File: src/rtl/axi_lite_xbar_cfg_ctrl.sv
// Runtime configuration controller for axi_lite_xbar: an AXI4-Lite programmed shadow
// register set that is swapped into the active set once crossbar traffic has drained.

package axi_lite_xbar_cfg_ctrl_pkg;
  typedef struct packed {
    logic [31:0] idx;
    logic [31:0] start_addr;
    logic [31:0] end_addr;
  } cfg_rule_t;

  typedef struct packed {
    logic [31:0] aw_addr;
    logic [2:0]  aw_prot;
    logic        aw_valid;
    logic [31:0] w_data;
    logic [3:0]  w_strb;
    logic        w_valid;
    logic        b_ready;
    logic [31:0] ar_addr;
    logic [2:0]  ar_prot;
    logic        ar_valid;
    logic        r_ready;
  } cfg_req_t;

  typedef struct packed {
    logic        aw_ready;
    logic        w_ready;
    logic [1:0]  b_resp;
    logic        b_valid;
    logic        ar_ready;
    logic [31:0] r_data;
    logic [1:0]  r_resp;
    logic        r_valid;
  } cfg_rsp_t;

  typedef enum logic [1:0] {StIdle = 2'd0, StDrain = 2'd1, StCommit = 2'd2} state_e;
  typedef enum logic [2:0] {RegNone, RegCtrl, RegStatus, RegDefEn, RegDefPort, RegRule} reg_sel_e;

  typedef struct packed {
    reg_sel_e   sel;
    logic [5:0] idx;
    logic [1:0] fld;
  } reg_dec_t;

  localparam logic [1:0] RespOkay   = 2'b00;
  localparam logic [1:0] RespSlvErr = 2'b10;
endpackage

module axi_lite_xbar_cfg_ctrl
  import axi_lite_xbar_cfg_ctrl_pkg::*;
#(
  parameter int unsigned NoSlvPorts  = 1,
  parameter int unsigned NoMstPorts  = 2,
  parameter int unsigned NoAddrRules = 1,
  parameter int unsigned MaxTrans    = 8,
  parameter type axi_lite_req_t      = cfg_req_t,
  parameter type axi_lite_rsp_t      = cfg_rsp_t,
  parameter type rule_t              = cfg_rule_t,
  localparam int unsigned MstIdxWidth = (NoMstPorts > 1) ? $clog2(NoMstPorts) : 1
) (
  input  logic                                    clk_i,
  input  logic                                    rst_i,
  input  axi_lite_req_t                           cfg_req_i,
  output axi_lite_rsp_t                           cfg_rsp_o,
  input  logic [NoSlvPorts-1:0]                   aw_hs_i,
  input  logic [NoSlvPorts-1:0]                   b_hs_i,
  input  logic [NoSlvPorts-1:0]                   ar_hs_i,
  input  logic [NoSlvPorts-1:0]                   r_hs_i,
  output logic [NoSlvPorts-1:0]                   gate_o,
  output rule_t [NoAddrRules-1:0]                 addr_map_o,
  output logic [NoSlvPorts-1:0]                   en_default_mst_port_o,
  output logic [NoSlvPorts-1:0][MstIdxWidth-1:0]  default_mst_port_o,
  output logic                                    busy_o
);

  localparam int unsigned CntWidth = $clog2(MaxTrans + 1);

  state_e                                 state_q;
  logic                                   busy_q;
  logic [NoSlvPorts-1:0]                  gate_q;
  logic [NoSlvPorts-1:0][CntWidth-1:0]    wcnt_q, wcnt_d, rcnt_q, rcnt_d;
  rule_t [NoAddrRules-1:0]                sh_map_q, act_map_q;
  logic [NoSlvPorts-1:0]                  sh_en_q, act_en_q;
  logic [NoSlvPorts-1:0][MstIdxWidth-1:0] sh_port_q, act_port_q;
  logic                                   b_valid_q, r_valid_q;
  logic [1:0]                             b_resp_q, r_resp_q;
  logic [31:0]                            r_data_q, rd_data_c;
  reg_dec_t                               wdec, rdec;
  logic                                   wr_hs_c, rd_hs_c, commit_wr_c, drained_c;
  logic                                   unused_ok;

  // Word-aligned decode of the register map; anything unmapped yields RegNone.
  function automatic reg_dec_t decode(input logic [31:0] addr);
    reg_dec_t   d;
    logic [5:0] port_idx;
    d          = '0;
    d.sel      = RegNone;
    d.fld      = addr[3:2];
    port_idx   = addr[7:2] - 6'd16;
    if (addr[31:9] == '0 && addr[1:0] == 2'b00) begin
      if (addr[8]) begin
        if (addr[3:2] != 2'b11 && 32'(addr[7:4]) < NoAddrRules) begin
          d.sel = RegRule;
          d.idx = 6'(addr[7:4]);
        end
      end else if (addr[7:6] != 2'b00) begin
        if (32'(port_idx) < NoSlvPorts) begin
          d.sel = RegDefPort;
          d.idx = port_idx;
        end
      end else begin
        case (addr[5:2])
          4'd0:    d.sel = RegCtrl;
          4'd1:    d.sel = RegStatus;
          4'd2:    d.sel = RegDefEn;
          default: d.sel = RegNone;
        endcase
      end
    end
    return d;
  endfunction

  // Saturating outstanding counter; a simultaneous inc/dec cancels out.
  function automatic logic [CntWidth-1:0] cnt_step(input logic [CntWidth-1:0] cnt,
                                                   input logic inc, input logic dec);
    if (inc && !dec && cnt != CntWidth'(MaxTrans)) return cnt + 1'b1;
    if (dec && !inc && cnt != '0) return cnt - 1'b1;
    return cnt;
  endfunction

  assign wr_hs_c     = cfg_req_i.aw_valid && cfg_req_i.w_valid && !b_valid_q;
  assign rd_hs_c     = cfg_req_i.ar_valid && !r_valid_q;
  assign wdec        = decode(cfg_req_i.aw_addr);
  assign rdec        = decode(cfg_req_i.ar_addr);
  assign commit_wr_c = wr_hs_c && (wdec.sel == RegCtrl) && cfg_req_i.w_data[0];
  assign drained_c   = (wcnt_d == '0) && (rcnt_d == '0);
  assign unused_ok   = ^{cfg_req_i.aw_prot, cfg_req_i.ar_prot, cfg_req_i.w_strb};

  always_comb begin
    wcnt_d = wcnt_q;
    rcnt_d = rcnt_q;
    for (int unsigned i = 0; i < NoSlvPorts; i++) begin
      wcnt_d[i] = cnt_step(wcnt_q[i], aw_hs_i[i], b_hs_i[i]);
      rcnt_d[i] = cnt_step(rcnt_q[i], ar_hs_i[i], r_hs_i[i]);
    end
  end

  always_comb begin
    rd_data_c = '0;
    case (rdec.sel)
      RegStatus: rd_data_c = 32'({state_q, busy_q});
      RegDefEn:  rd_data_c = 32'(sh_en_q);
      RegDefPort: begin
        for (int unsigned i = 0; i < NoSlvPorts; i++)
          if (32'(rdec.idx) == i) rd_data_c = 32'(sh_port_q[i]);
      end
      RegRule: begin
        for (int unsigned r = 0; r < NoAddrRules; r++) begin
          if (32'(rdec.idx) == r) begin
            case (rdec.fld)
              2'd0:    rd_data_c = 32'(sh_map_q[r].idx);
              2'd1:    rd_data_c = 32'(sh_map_q[r].start_addr);
              default: rd_data_c = 32'(sh_map_q[r].end_addr);
            endcase
          end
        end
      end
      default: rd_data_c = '0;
    endcase
  end

  always_comb begin
    cfg_rsp_o          = '0;
    cfg_rsp_o.aw_ready = wr_hs_c;
    cfg_rsp_o.w_ready  = wr_hs_c;
    cfg_rsp_o.b_valid  = b_valid_q;
    cfg_rsp_o.b_resp   = b_resp_q;
    cfg_rsp_o.ar_ready = rd_hs_c;
    cfg_rsp_o.r_valid  = r_valid_q;
    cfg_rsp_o.r_data   = r_data_q;
    cfg_rsp_o.r_resp   = r_resp_q;
  end

  // Register port responses and shadow register writes.
  always_ff @(posedge clk_i or posedge rst_i) begin
    if (rst_i) begin
      b_valid_q <= 1'b0;
      b_resp_q  <= RespOkay;
      r_valid_q <= 1'b0;
      r_resp_q  <= RespOkay;
      r_data_q  <= '0;
      sh_map_q  <= '0;
      sh_en_q   <= '0;
      sh_port_q <= '0;
    end else begin
      if (wr_hs_c) begin
        b_valid_q <= 1'b1;
        b_resp_q  <= (wdec.sel == RegNone) ? RespSlvErr : RespOkay;
      end else if (cfg_req_i.b_ready) begin
        b_valid_q <= 1'b0;
      end
      if (rd_hs_c) begin
        r_valid_q <= 1'b1;
        r_data_q  <= rd_data_c;
        r_resp_q  <= (rdec.sel == RegNone) ? RespSlvErr : RespOkay;
      end else if (cfg_req_i.r_ready) begin
        r_valid_q <= 1'b0;
      end
      if (wr_hs_c) begin
        case (wdec.sel)
          RegDefEn: sh_en_q <= cfg_req_i.w_data[NoSlvPorts-1:0];
          RegDefPort: begin
            for (int unsigned i = 0; i < NoSlvPorts; i++)
              if (32'(wdec.idx) == i) sh_port_q[i] <= cfg_req_i.w_data[MstIdxWidth-1:0];
          end
          RegRule: begin
            for (int unsigned r = 0; r < NoAddrRules; r++) begin
              if (32'(wdec.idx) == r) begin
                case (wdec.fld)
                  2'd0:    sh_map_q[r].idx        <= cfg_req_i.w_data;
                  2'd1:    sh_map_q[r].start_addr <= cfg_req_i.w_data;
                  default: sh_map_q[r].end_addr   <= cfg_req_i.w_data;
                endcase
              end
            end
          end
          default: ;
        endcase
      end
    end
  end

  // Commit FSM with traffic counters, gating and the active configuration set.
  always_ff @(posedge clk_i or posedge rst_i) begin
    if (rst_i) begin
      state_q    <= StIdle;
      busy_q     <= 1'b0;
      gate_q     <= '0;
      wcnt_q     <= '0;
      rcnt_q     <= '0;
      act_map_q  <= '0;
      act_en_q   <= '0;
      act_port_q <= '0;
    end else begin
      wcnt_q <= wcnt_d;
      rcnt_q <= rcnt_d;
      case (state_q)
        StIdle: begin
          if (commit_wr_c) begin
            state_q <= StDrain;
            busy_q  <= 1'b1;
            gate_q  <= '1;
          end
        end
        StDrain: begin
          if (drained_c) state_q <= StCommit;
        end
        StCommit: begin
          act_map_q  <= sh_map_q;
          act_en_q   <= sh_en_q;
          act_port_q <= sh_port_q;
          state_q    <= StIdle;
          busy_q     <= 1'b0;
          gate_q     <= '0;
        end
        default: begin
          state_q <= StIdle;
          busy_q  <= 1'b0;
          gate_q  <= '0;
        end
      endcase
    end
  end

  assign gate_o                = gate_q;
  assign busy_o                = busy_q;
  assign addr_map_o            = act_map_q;
  assign en_default_mst_port_o = act_en_q;
  assign default_mst_port_o    = act_port_q;

endmodule

File: config.mk
export PLATFORM = sky130hd
export DESIGN_NAME = axi_lite_xbar_cfg_ctrl
export DESIGN_NICKNAME = d
export VERILOG_FILES = /design/src/rtl/axi_lite_xbar_cfg_ctrl.sv
export SDC_FILE = /design/constraint.sdc
export NUM_CORES = 1
export LEC_CHECK = 0
export BUFFER_PORTS_ARGS = -buffer_cell sky130_fd_sc_hd__buf_2
export CAP_MARGIN = 20
export CORE_MARGIN = 2
export CORE_UTILIZATION = 41
export CTS_BUF_LIST = sky130_fd_sc_hd__clkbuf_8
export DETAILED_ROUTE_END_ITERATION = 6
export GPL_TIMING_DRIVEN = 0
export PLACE_DENSITY_LB_ADDON = 0.2
export SLEW_MARGIN = 20
export SYNTH_ARGS = -nofsm -noshare
export SYNTH_HDL_FRONTEND = slang
export SYNTH_SLANG_ARGS = --single-unit
File: constraint.sdc
create_clock -name clk_i -period 9.24 [get_ports clk_i]
set_clock_uncertainty 0.2 [all_clocks]
set_input_delay 0.462 -clock clk_i [delete_from_list [all_inputs] [get_ports clk_i]]
set_output_delay 0.462 -clock clk_i [all_outputs]
set_load 0.005 [all_outputs]
=== Yosys cells after proc, flatten, opt, wreduce, memory -nomap -nowiden ===
Index checks and enable logic that the tools add are counted.
Widths: inputs -> output; s select.

* Bitwise logic cells: 2
* Add/subtract/negate cells: 6
* Muxes and demuxes: 43
* Order comparisons: 4
* Reductions and logical operators: 53
* Equal/unequal tests: 22

{| class="wikitable"
|+ Operators with widths
! kind !! count
|-
| $pmux 32 s4 || 1
|-
| $mux 9 || 8
|-
| $pmux 32 s2 || 1
|-
| $logic_not 23->1 || 2
|-
| $mux 32 || 1
|-
| $mux 4 || 8
|-
| $logic_and 1x1->1 || 18
|-
| $logic_not 4->1 || 4
|-
| $eq 3x3->1 const B || 4
|-
| $logic_not 6->1 || 2
|-
| $lt 6x1->1 const B || 2
|-
| $mux 1 || 12
|-
| $mux 6 || 2
|-
| $pmux 2 s3 || 2
|-
| $reduce_and 4->1 || 3
|-
| $sub 6x5->6 const B || 2
|-
| $logic_not 2->1 || 5
|-
| $eq 3x2->1 const B || 3
|-
| $add 4x1->4 const B || 2
|-
| $eq 4x1->1 const B || 2
|-
| $eq 4x2->1 const B || 2
|-
| $lt 4x1->1 const B || 2
|-
| $mux 2 || 4
|-
| $ne 2x2->1 const B || 4
|-
| 16 further kinds || 34
|}

* Bits of input ports: 117
* Output and inout port bits: 141
* Register bits: 245

=== Longest topological paths before layout ===
* Depth after elaboration: 11
* Mapped depth: 9
* Depth with buffers taken out: 8

=== Least setup slack after synthesis ===
No wires, ideal clock.

* Path kind: input-to-reg
* Start: input cfg_req_i[86] (netlist name)
* End: register sh_map_q[64] (netlist name)
* Data arrival time: 1.956 ns
* Path buffers: 1
* Setup slack: 6.956 ns
* Stages on the path: 9
* Path through: inv_1 ha_1 nor2_1 nand3_1 o22ai_1 and3_1 nand3_1 buf_2 mux2_1

* Longest elaborated chain between the ends: 8
* Elaborated cells between the ends (all ways): 14
* Classes of those cells: add/sub (1); order compare (2); eq/ne (1); mux (6); reduce/logical (4)

{| class="wikitable"
|+ RTL lines
! what !! line !! source
|-
| start: declaration || 63 || <nowiki>input axi_lite_req_t cfg_req_i,</nowiki>
|-
| $sub 6x5->6 || 99 || <nowiki>port_idx = addr[7:2] - 6'd16;</nowiki>
|-
| $lt 6x1->1 || 107 || <nowiki>if (32'(port_idx) < NoSlvPorts) begin</nowiki>
|-
| $mux 9 || 107 ||
|-
| $mux 6 / $mux 3 (equally long branches) || 106 || <nowiki>end else if (addr[7:6] != 2'b00) begin</nowiki>
|-
| $mux 9 (*) || 101 || <nowiki>if (addr[8]) begin</nowiki>
|-
| $mux 9 (*) || 100 || <nowiki>if (addr[31:9] == '0 && addr[1:0] == 2'b00) begin</nowiki>
|-
| $logic_not 6->1 / $eq 3x3->1 (equally long branches) || 218, 210 ||
|-
| $reduce_and 4->1 (no line) (*) || n/a ||
|-
| end: declaration || 82 || <nowiki>rule_t [NoAddrRules-1:0] sh_map_q, act_map_q;</nowiki>
|}

Mark *: on every way between the ends. The rest lies on a longest branch, timed or not.
A chain may end at the register's enable or synchronous reset.

=== Worst setup path in the final report ===
* Start: register state_q[0]
* End: register act_map_q (netlist bit addr_map_o[18])

* Longest elaborated chain between the ends: 1

{| class="wikitable"
|+ RTL lines
! what !! line !! source
|-
| start: declaration || 78 || <nowiki>state_e state_q;</nowiki>
|-
| start signal: assignment || 236 || <nowiki>state_q <= StIdle;</nowiki>
|-
| start signal: assignment || 250 || <nowiki>state_q <= StDrain;</nowiki>
|-
| start signal: assignment || 256 || <nowiki>if (drained_c) state_q <= StCommit;</nowiki>
|-
| $eq 2x2->1 || 247 || <nowiki>case (state_q)</nowiki>
|-
| end signal: assignment || 259 || <nowiki>act_map_q <= sh_map_q;</nowiki>
|-
| end: declaration || 82 ||
|}

No other way between the ends.

==> impl_metrics.py <==
metrics = {
    "layout": {
        "fin_area_sq_um": 13400,
        "drive_above_1_share_pct": 34.89,
        "fin_util_pct": 53.04,
        "fillCellCount": 2287,
        "syn2layout_area_growth_pct": 26.77,
        "nNetsFinal": 1278,
        "final_cells": 1509,
    },
    "synthesis": {
        "postSynthAreaPerCell_sq_um": 12.79,
        "synth_area_sq_um": 10570,
        "netlist_instances": 826,
        "yosysUniqueCellTypes": 60,
        "synth_largest_area_cell": "dfrtp_1",
        "synthTopCellsByArea": "dfrtp_1 58%, mux2_1 12%, mux2_2 9.1%",
        "netlist.area_leader.share_pct": 57.55,
        "synth_edf_count": 0,
        "seq_area_frac_synth_pct": 57.55,
        "async_flop_share_pct": 100.0,
        "ys.flop_type": "dfrtp_1",
        "ys_ff_latch": 243,
        "yosysWarnings": 0,
    },
    "pwr": {
        "peakVddDrop_v": 0.0001101,
        "internal_power_mw": 1.683,
        "switchingPower_uw": 583.8,
        "pwr-share-seq_pct": 48.8,
        "power_frac_comb_pct": 10.5,
        "p_per_area_nw_per_um2": 169.2,
        "p_leak_nw": 7.300,
        "power.clock.fraction_pct": 40.7,
        "switching_share_pct": 25.76,
        "total_power_mw": 2.267,
    },
    "floorplanning": {
        "rows": 58,
        "initial_core_util_pct": 41.84,
        "io_pins": 258,
        "die-area_sq_um": 27070,
        "core_sq_um": 25250,
        "die_h_um": 164.5,
        "die_w_um": 164.5,
    },
    "placed_design": {
        "place_hpwl_um": 19160,
        "dp.cells": 1402,
        "port_buffers": 243,
        "globalplace.congestion": 0.8352,
        "dpl_cell_area_sq_um": 12260,
    },
    "sta": {
        "drv_slew": 0,
        "finalHoldViolCount": 0,
        "worst_pin_slew_ns": 0.8676,
        "fin_crit_sh_pct": 28.55,
        "rsz0062_at_grt": "false",
        "setup_violations": 0,
        "hold_ws_ns": 0.05774,
        "finalCriticalPeriod_ns": 2.638,
        "relSlewSlack_pct": 42.16,
        "fmax_mhz": 379.1,
    },
    "cts": {
        "cts_tree": "built",
        "post_cts_resized": 0,
        "root_buffer": "clkbuf_8",
        "clock_latency_ns": 0.53,
        "clk_pin_slew_ns": 0.06,
        "clock_path_buffers": 3,
        "htreeDepth": 2,
        "cts.sink_count": 243,
        "cts_buffers": 42,
    },
    "route": {
        "ant_nets": 0,
        "drt_first_pass_iters": 5,
        "post_drt_wl_per_cell_um": 18.38,
        "vias": 7586,
        "drc": 0,
        "drtIter0Drc": 438,
        "avgViaCountPerCell": 5.027,
        "routed_wl_um": 27730,
    },
    "global_route": {
        "grt.overflow.total": 0,
        "grt_max_degree": 103,
        "grt_pass1_wl_um": 43060,
        "grt_pass1_vias": 7762,
        "grt_util_all_layers_pct": 20.67,
        "antenna_found_initial": 1,
    },
    "worst_hold_path": {
        "min-delay-start": "cfg_req_i[43]",
        "min_path_type": "input pin to flop",
    },
    "setup_path": {
        "critPathRequiredTime_ns": 9.45,
        "path_max_fanout": 10,
        "cp_num_buf_inv": 3,
        "max_stage_delay_ns": 0.63,
        "r2r-start": "state_q[0]",
        "start_kind": "flop",
        "crit_type": "flop to flop",
        "path_cells": "nand2b_1, clkbuf_1, buf_2, buf_1, mux2_2",
        "crit_arrival_ns": 2.85,
        "setup.worst_path.start": "state_q[0]",
        "critPathCaptureType": "flop",
        "cp_slowest_cell": "buf_1",
        "cpLargestDelayFamily": "buffers and inverters",
    },
    "outcome": {
        "outcome": "completed",
    },
    "flow_run": {
        "cap_violations": 0,
    },
}
sequential cells by signal, indices dropped and copies added (netlist names), 2 cells and up:
register,cells
r_data_q,32
addr_map_o,96
wcnt_q,4
rcnt_q,4
state_q,2
sh_map_q,96
cells by family after synthesis:
logic type,after synthesis,synth area share [%]
flip-flops,243,57.55
AO/OA/AOI/OAI,112,6.394
AND/OR/NAND/NOR,156,7.318
adder cells (fa/ha/maj),11,1.303
other,1,0.03549
multiplexers,231,24.26
buffers and inverters,69,2.889
XOR/XNOR,3,0.2487
path summary, 6_finish.rpt:
check                      cells after the start  slack, ns        endpoint
setup reg to reg                               5       6.60  addr_map_o[18]
hold / removal                                 2       0.06     sh_map_q[0]
setup / recovery                               5       6.60  addr_map_o[18]
max in group asynchronous                      4       7.73    sh_map_q[15]
min in group asynchronous                      3       0.28    r_data_q[27]
hold reg to reg                                2       0.28    r_data_q[14]
synthesized netlist by cell type (3+ instances only):
cell / count
dfrtp_1: 243
mux2_1: 112
mux2_2: 85
nor2_1: 47
a21oi_1: 40
nand2_1: 40
mux2i_1: 33
o21ai_1: 32
clkbuf_1: 26
inv_1: 18
buf_2: 13
nor4_1: 12
ha_1: 11
nand2b_1: 9
nor2b_1: 9
buf_4: 8
nand4_1: 7
nor3_1: 7
nand3b_1: 4
a22oi_1: 3
a32oi_1: 3
and3_1: 3
buf_1: 3
nand3_1: 3
o211ai_1: 3
o21a_1: 3
o21ai_0: 3
o31ai_1: 3
power by group through the flow:
stage          clock network (mW)  registers, mW  logic, mW
6_report                    0.923           1.11      0.237
5_1_grt                      1.01           1.11      0.267
3_3_place_gp                    0           1.12      0.220
2_1_floorplan                   0           1.12      0.153
4_1_cts                     0.952           1.11      0.240
3_5_place_dp                    0           1.12      0.227
metrics by stage:
step           setup TNS (ns)  setup WS [ns]
5_1_grt                     0          6.370
3_5_place_dp                0          6.315
2_1_floorplan               0          1.905
6_report                    0          6.602
4_1_cts                     0          6.531
3_3_place_gp          -243.17         -1.027
cell usage in the layout, fill, tap and decap left out, types with 4 or more instances in the layout:
| cell type | n |
|---|---|
| clkbuf_1 | 26 |
| inv_1 | 33 |
| ha_1 | 11 |
| nor2_1 | 47 |
| clkinv_2 | 4 |
| nor2b_1 | 9 |
| nor3_1 | 7 |
| dlygate4sd3_1 | 34 |
| nand4_1 | 7 |
| buf_4 | 8 |
| mux2i_1 | 33 |
| mux2_1 | 112 |
| nand2b_1 | 9 |
| clkbuf_8 | 51 |
| nand3b_1 | 4 |
| a21oi_1 | 40 |
| mux2_2 | 85 |
| nor4_1 | 12 |
| buf_2 | 256 |
| o21ai_1 | 32 |
| nand2_1 | 40 |
| dfrtp_1 | 243 |
per-layer routing:
metal | track usage, % | wire [um]
met1 | 27.21 | 12000
met2 | 33.70 | 12960
met3 | 5.726 | 2197
met4 | 5.731 | 583
met5 | 0 | 0
final cells by class:
type	count	area, sq um	area share (%)
clock inverter	21	88.84	0.6632
tap	330	412.9	3.082
antenna	1	2.502	0.01868
inverter	19	78.83	0.5885
timing repair buffer	279	1612	12.03
buffer	50	234.0	1.747
sequential	243	6081	45.40
multi-input combinational	515	4184	31.23
clock buffer	51	701.9	5.240
timing repair:
item,in CTS,in global routing
setup buffers,0,0
hold buffers,34,0
hold endpoints to repair,136,0
Power figures use the tool's default switching activity.
